File: config.mk
export PLATFORM = sky130hd
export DESIGN_NAME = matrix_result_serializer
export DESIGN_NICKNAME = d
export VERILOG_FILES = /design/src/rtl/matrix_result_serializer.sv
export SDC_FILE = /design/constraint.sdc
export NUM_CORES = 1
export LEC_CHECK = 0
export CORE_AREA = 10 10 176 178
export DETAILED_ROUTE_END_ITERATION = 10
export DIE_AREA = 0 0 186 188
export GPL_ROUTABILITY_DRIVEN = 0
export GPL_TIMING_DRIVEN = 0
export PLACE_DENSITY_LB_ADDON = 0.3
export SLEW_MARGIN = 20
export SYNTH_ARGS = -nofsm -noshare
export SYNTH_HDL_FRONTEND = slang
export SYNTH_SLANG_ARGS = --single-unit
File: constraint.sdc
create_clock -name clk -period 6.2 [get_ports clk]
set_input_delay 1.24 -clock clk [delete_from_list [all_inputs] [get_ports clk]]
set_output_delay 1.24 -clock clk [all_outputs]
set_load 0.02 [all_outputs]
File: src/rtl/matrix_result_serializer.sv
// matrix_result_serializer
//
// Reads a DIM x DIM signed result matrix from the multiplier's flattened
// result bus and streams the active N x N corner of it to the host-side
// output path, one element per valid/ready transfer.
//
// When start is seen in IDLE with a legal size, matrix_in and size are
// snapshotted into shadow registers. The stream is then produced only from
// that snapshot, so later activity on matrix_in or size does not affect it.
// A start with an illegal size raises a single-cycle err_size pulse and
// leaves the snapshot untouched.
//
// Ports
//   clk        system clock, rising edge
//   rst_n      asynchronous active-low reset
//   start      capture request; honoured only in IDLE
//   matrix_in  flattened matrix; element (r,c) at bit ELEM_W*(c + DIM*r)
//   size       active dimension N; legal range 1..DIM
//   busy       high while in STREAM
//   out_valid  out_data/out_row/out_col/out_last hold a valid element
//   out_ready  downstream accepts the element when high with out_valid
//   out_data   signed element value
//   out_row    source row of the presented element
//   out_col    source column of the presented element
//   out_last   presented element is (N-1,N-1)
//   done       one-cycle pulse after the final element is accepted
//   err_size   one-cycle pulse on start with an illegal size
//
// Build option
//   SERIALIZER_TRANSPOSE_EN  when defined, elements are emitted column-major
//                            (row index advances fastest). out_row/out_col
//                            still report the true source position and
//                            out_last is still raised at (N-1,N-1). The port
//                            list is the same in both builds.

module matrix_result_serializer #(
  parameter int DIM    = 5,
  parameter int ELEM_W = 8
) (
  input  logic                      clk,
  input  logic                      rst_n,
  input  logic                      start,
  input  logic [ELEM_W*DIM*DIM-1:0] matrix_in,
  input  logic [7:0]                size,
  output logic                      busy,
  output logic                      out_valid,
  input  logic                      out_ready,
  output logic signed [ELEM_W-1:0]  out_data,
  output logic [2:0]                out_row,
  output logic [2:0]                out_col,
  output logic                      out_last,
  output logic                      done,
  output logic                      err_size
);

  localparam int NUM_ELEM = DIM * DIM;
  localparam int IDX_W    = (NUM_ELEM > 1) ? $clog2(NUM_ELEM) : 1;

  typedef enum logic [1:0] {
    IDLE   = 2'd0,
    STREAM = 2'd1,
    DONE   = 2'd2
  } state_t;

  state_t state, state_next;

  // Snapshot of the matrix and the active dimension
  logic [ELEM_W-1:0] shadow [NUM_ELEM];
  logic [7:0]        size_reg;
  logic              capture;

  // Next-state values for the registered outputs
  logic              busy_next;
  logic              valid_next;
  logic [ELEM_W-1:0] data_next;
  logic [2:0]        row_next;
  logic [2:0]        col_next;
  logic              last_next;
  logic              done_next;
  logic              err_next;

  // Traversal helpers
  logic              size_legal;
  logic [2:0]        last_idx;
  logic [2:0]        adv_row;
  logic [2:0]        adv_col;
  logic [2:0]        pres_row;
  logic [2:0]        pres_col;

  // Linear position of element (r,c) inside the flattened layout
  function automatic logic [IDX_W-1:0] elem_idx(input logic [2:0] r,
                                                input logic [2:0] c);
    logic [15:0] lin;
    lin = 16'(r) * 16'(DIM) + 16'(c);
    return lin[IDX_W-1:0];
  endfunction

  assign size_legal = (size != 8'd0) && (size <= 8'(DIM));
  assign last_idx   = size_reg[2:0] - 3'd1;

  // Position that follows the currently presented element
  always_comb begin
    adv_row = out_row;
    adv_col = out_col;
`ifdef SERIALIZER_TRANSPOSE_EN
    if (out_row == last_idx) begin
      adv_row = 3'd0;
      adv_col = out_col + 3'd1;
    end else begin
      adv_row = out_row + 3'd1;
    end
`else
    if (out_col == last_idx) begin
      adv_col = 3'd0;
      adv_row = out_row + 3'd1;
    end else begin
      adv_col = out_col + 3'd1;
    end
`endif
  end

  // Snapshot storage; each element is only written on an accepted start
  generate
    for (genvar gi = 0; gi < NUM_ELEM; gi++) begin : g_shadow
      always_ff @(posedge clk or negedge rst_n) begin
        if (!rst_n) begin
          shadow[gi] <= '0;
        end else if (capture) begin
          shadow[gi] <= matrix_in[ELEM_W*gi +: ELEM_W];
        end
      end
    end
  endgenerate

  always_ff @(posedge clk or negedge rst_n) begin
    if (!rst_n) begin
      size_reg <= 8'd0;
    end else if (capture) begin
      size_reg <= size;
    end
  end

  // Next-state and next-output logic
  always_comb begin
    state_next = state;
    capture    = 1'b0;
    valid_next = out_valid;
    data_next  = out_data;
    row_next   = out_row;
    col_next   = out_col;
    last_next  = out_last;
    done_next  = 1'b0;
    err_next   = 1'b0;
    pres_row   = 3'd0;
    pres_col   = 3'd0;

    case (state)
      IDLE: begin
        if (start) begin
          if (size_legal) begin
            capture    = 1'b1;
            state_next = STREAM;
          end else begin
            err_next = 1'b1;
          end
        end
      end

      STREAM: begin
        // The first STREAM cycle has nothing presented yet: load (0,0)
        // from the snapshot, which was written on the previous edge.
        // Afterwards out_valid stays high until the final transfer.
        if (!out_valid) begin
          pres_row   = 3'd0;
          pres_col   = 3'd0;
          valid_next = 1'b1;
          row_next   = pres_row;
          col_next   = pres_col;
          data_next  = shadow[elem_idx(pres_row, pres_col)];
          last_next  = (pres_row == last_idx) && (pres_col == last_idx);
        end else if (out_ready) begin
          if (out_last) begin
            state_next = DONE;
            valid_next = 1'b0;
            last_next  = 1'b0;
            done_next  = 1'b1;
          end else begin
            pres_row  = adv_row;
            pres_col  = adv_col;
            row_next  = pres_row;
            col_next  = pres_col;
            data_next = shadow[elem_idx(pres_row, pres_col)];
            last_next = (pres_row == last_idx) && (pres_col == last_idx);
          end
        end
      end

      DONE: begin
        state_next = IDLE;
      end

      default: begin
        state_next = IDLE;
        valid_next = 1'b0;
        last_next  = 1'b0;
      end
    endcase

    busy_next = (state_next == STREAM);
  end

  // State and registered outputs
  always_ff @(posedge clk or negedge rst_n) begin
    if (!rst_n) begin
      state     <= IDLE;
      busy      <= 1'b0;
      out_valid <= 1'b0;
      out_data  <= '0;
      out_row   <= 3'd0;
      out_col   <= 3'd0;
      out_last  <= 1'b0;
      done      <= 1'b0;
      err_size  <= 1'b0;
    end else begin
      state     <= state_next;
      busy      <= busy_next;
      out_valid <= valid_next;
      out_data  <= data_next;
      out_row   <= row_next;
      out_col   <= col_next;
      out_last  <= last_next;
      done      <= done_next;
      err_size  <= err_next;
    end
  end

endmodule

==> results of run 1 <==
## layout make-up
type | count | area (sq um)
Buffer | 58 | 277
Clock buffer | 37 | 763
Sequential cell | 224 | 5610
Inverter | 8 | 30.0
Fill cell | 2405 | 12700
Timing Repair Buffer | 232 | 2360
Multi-Input combinational cell | 590 | 5180
Clock inverter | 11 | 108
Tap cell | 346 | 433
## timing repair
| action | in CTS | in global routing |
|---|---|---|
| endpoints found under the setup margin | 3 | 8 |
| gates cloned | 0 | 0 |
| gates resized for setup | 1 | 14 |
## Yosys cell counts (11+ instances only)
cell	number	area, sq um
sky130_fd_sc_hd__a221oi_1	15	131
sky130_fd_sc_hd__nand3_1	20	100
sky130_fd_sc_hd__mux4_2	14	315
sky130_fd_sc_hd__nand2_1	64	240
sky130_fd_sc_hd__ha_1	11	138
sky130_fd_sc_hd__clkbuf_1	43	161
sky130_fd_sc_hd__nor2_1	45	169
sky130_fd_sc_hd__a31oi_1	15	93.8
sky130_fd_sc_hd__o21ai_0	16	80.1
sky130_fd_sc_hd__a21oi_1	15	75.1
sky130_fd_sc_hd__dfrtp_1	224	5610
sky130_fd_sc_hd__mux2_2	221	2490
sky130_fd_sc_hd__mux2i_1	37	370
## layer usage
layer	routed length, microns	share of wire, %
met1	15500	42
met2	17800	48
met3	2750	7.4
met4	974	2.6
met5	0	0
## power groups by stage
stage                     Combinational, uW  Clock (uW)  Sequential, uW
after floorplan                        3510           0            1920
after global placement                 5690           0            1920
after detailed placement               5730           0            1930
after CTS                              5770        1580            1910
after global routing                   6220        1640            1940
final                                  5900        1560            1910
## kinds of logic after synthesis
| family | synth area share (%) |
|---|---|
| AO/OA/AOI/OAI | 6.88 |
| XOR/XNOR | 1.60 |
| flip-flops | 50.6 |
| buffers and inverters | 2.67 |
| multiplexers | 29.1 |
| AND/OR/NAND/NOR | 7.70 |
| adder cells (fa/ha/maj) | 1.42 |
## through the flow
step           util, %  worst slack [ps]  std cells  hold WS, ps  setup TNS [ps]
3_3_place_gp      50.3             -5880       1457          474        -1313120
2_1_floorplan        -              1590        881          470               0
3_5_place_dp      50.5              -181       1459          489            -433
6_report          53.7               404       1506          499               0
5_1_grt           53.7               147       1506          510               0
4_1_cts           53.7              16.9       1507          503               0
## how the worst max path moves through the flow
| stage | startpoint | to | slack, ps | cells past startpoint |
|---|---|---|---|---|
| global placement | rst_n | shadow[75] | -5880 | 1 |
| CTS | out_row[0] | out_data[1] | 20 | 15 |
| finish | out_row[0] | out_data[5] | 400 | 15 |
| global route | out_row[0] | out_data[2] | 150 | 14 |
| detailed placement | out_row[0] | out_data[1] | -180 | 15 |
| floorplan | out_row[0] | out_data[1] | 1590 | 15 |
==> summary by stage, run 1 <==
Status
The run finished with clean final reports.

Floorplanning
In this run the horizontal extent of the chip is 186 microns. The count of pins on the block boundary is 231. The initialized floorplan defines 61 standard-cell rows.

In this run the vertical extent of the chip is 188 microns. The total die area is ~35000 sq um. The core box area is approximately 27000 sq um. The initial cell density of the core is between 40% and 50%.

Yosys
The sequential-to-total area share from yosys stat is approximately 50%. The count of synthesis-stage warnings from yosys is 0. The dominant synthesized flop cell is sky130_fd_sc_hd__dfrtp_1. After synthesis the netlist holds a flip-flop and latch count of 224. The number of synthesized flops with an enable pin is 0.

The summed instance area of the synthesized netlist is 11100 sq um. Synthesis produced a netlist whose cell count is 881. The number of different library cells used by synthesis comes to 56. The fraction of registers with async set or reset after synthesis is 100%. Counting every net in the synthesized netlist gives 1105. The post-synthesis average cell area is 12.6 sq um.

Timing
The max-slew violation total from the final report is 0. For the pin with the worst max-slew slack, the measured transition is 1120 ps. Derived from the worst setup path, the maximum achievable clock frequency is between 0.15 and 0.2 GHz.

Setup repair after global routing left no endpoint under its margin. The worst path in the final design needs a cycle of 5800 ps, including I/O delays and setup. The normalized max-slew margin is 25.1%.

For the final database, setup skew stands at 8.65 ps. The number of hold violations in the final report was 0. The part of the cycle the worst path needs is 93.5%. The final number of setup-violating endpoints is 0.

Power and ir drop
The maximum vdd drop is 0.595 mV. The switching part of the total is 48.8%. Registers are responsible for 20.4% of the overall power. The portion of total power attributed to the clock network is 16.6%. In this run the power spent charging and discharging nets is 4570 uW. The internal portion of the total power is 4800 uW. The post-layout total power is 9370 uW.

For this design the ratio of total power to cell area is 635 nW/um^2. The relative contribution of combinational cells to total power is 63.0%. The leakage dissipation is 0.00674 uW.

Clock network
Once the clock tree was built, the setup fixing pass inserted 0 buffers. The clock slew seen by the registers of the worst setup and hold paths is 60 ps. The source-to-sink clock delay at the later pin of the worst-skew pair is roughly 530 ps. CTS built an H-tree with a depth of 1. The library cell used as clock root buffer is sky130_fd_sc_hd__clkbuf_16.

The TritonCTS clock tree is yes. The number of buffers added by the clock tree synthesis step is 26. The hold-fix buffer count after cts is 0.

The maximum clock insertion buffer count is 3. The number of sinks on the clock net is 224.

GRT
The layer flagged by global routing as most heavily used is met2. The largest net degree at the start of global routing is 96. In the global route stage, met3 resource usage came out at 4.37%. For met2 alone, demand over resource in global routing was 33.8%. The number of antenna violations at the first check in global routing is 0. The aggregate global-route resource usage is between 20% and 30%. The first global-routing pass estimated 54.4 mm of wire. After global routing the overflow that remains totals 0. The routing usage on met1 is 27.2%. The number of global-route vias before repair is between 8000 and 9000.

Setup path
The data required time of the worst path is 6590 ps. The type of the setup path with the least slack is reg -> reg. For this run, the slowest stage of the critical path takes 600 ps. Traced cell by cell, the critical path runs through clkbuf_1 -> clkbuf_1 -> clkbuf_2 -> clkbuf_1 -> xnor2_1 -> ha_1 -> ha_1 -> fa_1 -> clkbuf_1 -> and2_1 -> buf_1 -> clkbuf_2 -> a31oi_1 -> a221oi_1 -> o21ai_0. The critical path's most frequent cell is sky130_fd_sc_hd__clkbuf_1.

The cell with the largest stage delay on the worst path is sky130_fd_sc_hd__a221oi_1. The worst-path maximum fanout is 10. The number of buffers and inverters on the critical path is 7.

The data arrival time of the critical path is 6190 ps. The setup check on the worst reg-to-reg path leaves a slack of just over 400 ps. In this run the critical register-to-register path is launched from out_row[0]. The number of cell instances on the worst register-to-register path is 15. Broken down by cell family, the worst path's largest delay share belongs to buffers and inverters. The end of the worst register-to-register path is out_data[5]. STA classifies the critical path endpoint as a register. The type of origin of the critical path is a register.

Cells and area
Leaving out fill and tap cells, the most frequent cell in the layout is sky130_fd_sc_hd__clkdlybuf4s50_1. With fillers left out, the area of the finished cells amounts to 14800 sq um. The largest registers in the layout are shadow (200), out_data (8).

Leaving out fill and tap cells, the most frequent cells in the layout are sky130_fd_sc_hd__clkdlybuf4s50_1 (229), sky130_fd_sc_hd__dfrtp_1 (224), sky130_fd_sc_hd__mux2_2 (221). For this run, the post-layout net count is 1364. The register name with the most flops is shadow. The number of diodes added for antenna fixing is 0. Cells with a size suffix above 1 make up 26.4% of the layout. From synthesis to final layout, the design area changed by 33.2%. The register with the most flip-flops in the layout has 200 of them.

Worst hold path
The kind of path behind the tightest hold check is reg -> reg. The worst hold path terminates at shadow[110]. The start point of the worst hold path is shadow[110]. The hold-critical path depth is 1.

Route
The mean number of vias per cell is 5.57. After detailed routing, the number of remaining DRC violations is 0. The count of antenna-violating nets left after detailed routing is 0.

The pre-antenna-repair detailed-routing pass consisted of 7 iterations. The routed layout has roughly 8400 vias. After detailed routing, the average wire length per cell comes to roughly 25 microns.

The total wirelength of the detailed-routed design is 37.1 mm. In this run, the number of DRC markers left after iteration 0 of detailed routing was 731.

Place
The area after detailed placement is 13900 sq um. The quantity of I/O buffers inserted on ports is 230. After legalization and detailed placement, the total HPWL measured 27.6 mm.

Flow run
Across the run, the number of max-cap violations was 0.
Power figures use the tool's default switching activity.
==> run 2, diff against run 1 <==
DONT_BUFFER_PORTS = 1   (was default)
==> run 2 against run 1 <==
Compared with the run above:
- via count decreased by 10%
- maximum frequency down 3.0%
- largest cell class unchanged
- critical path depth unchanged
- sequential share of layout area up 6.9 points
- clock-buffer cell count down 2
- non-clock buffer count decreased by 232
- design area down 15%
==> summary by stage, run 2 (synthesized netlist as in run 1, its figures left out) <==
Status
The flow ran to the end, and the final reports show no timing, DRC or antenna violations.

Clock network
The number of buffers added by the clock tree synthesis step is 26 (unchanged). The source-to-sink clock delay at the later pin of the worst-skew pair is 540 ps (about the same). The library cell used as clock root buffer is sky130_fd_sc_hd__clkbuf_16. The post-cts resize count is 5 (+4). The TritonCTS clock tree is yes. The CTS H-tree depth is 1 (unchanged). The hold-fix buffer count after cts is 0 (unchanged). The maximum clock insertion buffer count is 3 (unchanged). The post-CTS repair timing setup buffer count is 0 (unchanged). The number of sinks on the clock net is 224 (unchanged). The clock slew seen by the registers of the worst setup and hold paths is 60 ps (about the same).

Route
The remaining design rule violation count came to 0 (unchanged). The number of iterations in the first detailed-routing pass was 5 (-2). The routed via count is 7515 (-10%). The DRC violation total after the first TritonRoute iteration is 549 (-25%). The routed wire length per instance is 28.0 microns (+14%).

The total wirelength of the detailed-routed design came to 36.0 mm (-2.9%). The mean number of vias per cell was 5.84 (+4.9%). The count of antenna-violating nets left after detailed routing was 0 (unchanged).

Cells and area
Counting flops per register, the top entry is shadow. The flip-flop count of the largest register after layout came to 200 (unchanged). Leaving out fill and tap cells, the most frequent cell in the layout is sky130_fd_sc_hd__dfrtp_1. The final layout net count is 1132 (-17%). Relative to the synthesized area, the layout overhead comes to 12.7%. The layout cell share with drive strength beyond 1 is 33.1% (+6.7 points). The final standard cell utilization of the core is 45.5% (-8.2 points). The library cells used most frequently in the layout, excluding fill and tap cells, are sky130_fd_sc_hd__dfrtp_1 (224), sky130_fd_sc_hd__mux2_2 (221), sky130_fd_sc_hd__nand2_1 (64). The largest registers in the layout are shadow (200), out_data (8).

Setup path
The worst-path maximum fanout was 10 (unchanged). The critical path is of the reg -> reg type. The data required time of the worst path came to 6600 ps (about the same).

The worst setup path is captured at a register. The maximum single-stage delay on the critical path is 560 ps (-40 ps). The data arrival time of the critical path is 6370 ps (+180 ps). Walking the worst path, the cells encountered are clkbuf_1 -> clkbuf_1 -> clkbuf_2 -> clkbuf_1 -> xnor2_1 -> ha_1 -> ha_1 -> fa_1 -> clkbuf_1 -> nor2b_1 -> clkbuf_2 -> clkbuf_2 -> a221oi_1 -> a221oi_1 -> o22ai_1. The worst setup path is launched from a register. In this design, the critical path's most frequently occurring cell is sky130_fd_sc_hd__clkbuf_1. The number of buffer and inverter stages on the critical path is 7 (unchanged). The kind of cell adding the most delay to the critical path is buffers and inverters. The cell with the largest stage delay on the worst path is sky130_fd_sc_hd__dfrtp_1.

Flow run
The total of max-cap violations is 0 (unchanged).

Timing
The pin slew with the least headroom to its limit is 1070 ps (-48.8 ps). The final critical-path setup slack came to 226 ps (-179 ps). The part of the cycle the worst path needs was 96.4% (+2.9 points). The worst clock skew was 8.09 ps (-0.562 ps). The number of hold violations in the final report came to 0 (unchanged). The normalized max-slew margin is 28.8% (+3.8 points). The total negative setup slack is 0 ps (unchanged). The max-slew violation total from the final report is 0 (unchanged). The final number of setup-violating endpoints is 0 (unchanged).

Setup repair after global routing left no endpoint under its margin. The post-layout minimum cycle time is 5970 ps (+179 ps). The fmax is 0.167 GHz (-3.0%).

Place
The minimum setup slack after placement is -338 ps (-157 ps). The quantity of I/O buffers inserted on ports is 0 (-100%). The half-perimeter wire length of the detailed placement result is 26.8 mm (-3.1%).

GRT
The total congestion overflow after global routing was 0 (unchanged). The largest net degree at the start of global routing was 225 (+130%). The global-route wire length before repair is 52.5 mm (-3.5%). The number of antenna violations at the first check in global routing is 15 (+15).

The number of global-route vias before repair came to 7840 (-12%). The aggregate global-route resource usage came to 20.4% (-0.36 points).

Worst hold path
The kind of path behind the tightest hold check is in -> async.

Floorplanning
The placement row count is 61 (unchanged). The initial cell density of the core is 40.3% (unchanged). The width of the chip is 186 microns (unchanged). The count of pins on the block boundary was 231 (unchanged). The total die area is 35000 sq um (unchanged).

The die boundary height is 188 microns (unchanged). The core box area was 27500 sq um (unchanged).
-- run 2: changes by cell type in the layout (fill, tap and decap cells not counted), sizes merged --
cell           change
buf                -3
clkinvlp           +1
clkdlybuf4s50    -229
clkbuf             -1
clkdlybuf4s15      -1
clkinv             -1
diode             +12
bufinv             +2
-- run 2: path summary, 6_finish.rpt --
path,from,to,slack (ps),depth (start not counted)
worst max-delay path,out_row[0],out_data[4],230,15
worst min-delay path,rst_n,err_size,400,0
worst max register to register,out_row[0],out_data[4],230,15
worst min register to register,shadow[68],shadow[68],500,1
max in group asynchronous,rst_n,shadow[146],5370,0
min in group clk,shadow[68],shadow[68],500,1
-- run 2: metal layers --
layer | wire [microns] | part of all wire (%) | vias to the layer above | track usage, %
met5 | 39 | 0.11 | - | 0
met4 | 667 | 1.9 | 6 | 5.58
met1 | 14400 | 40 | 3885 | 25.1
met2 | 17600 | 49 | 281 | 33.4
met3 | 3270 | 9.1 | 48 | 6.63
li1 | - | - | 3295 | -
-- run 2: stage by stage --
step                cell area [sq um]  hold slack [ps]  instances
global placement                11500              483       1227
global route                    12500              386       1281
floorplan                       11100              470        881
CTS                             12500              387       1275
finish                          12500              405       1286
detailed placement              11500              491       1227
-- run 2: cell type report --
type	instances	area [sq um]
inverters	8	30.0
plain buffers	58	270
clock buffers	35	744
multi-input cells	590	5190
diodes	12	30.0
fillers	2543	15000
well taps	346	433
clock inverters	13	185
flip-flops and latches	224	5610
Power of run 2 is not shown: default switching activity piles up to over one toggle a cycle in this logic, so the estimate is an artifact.
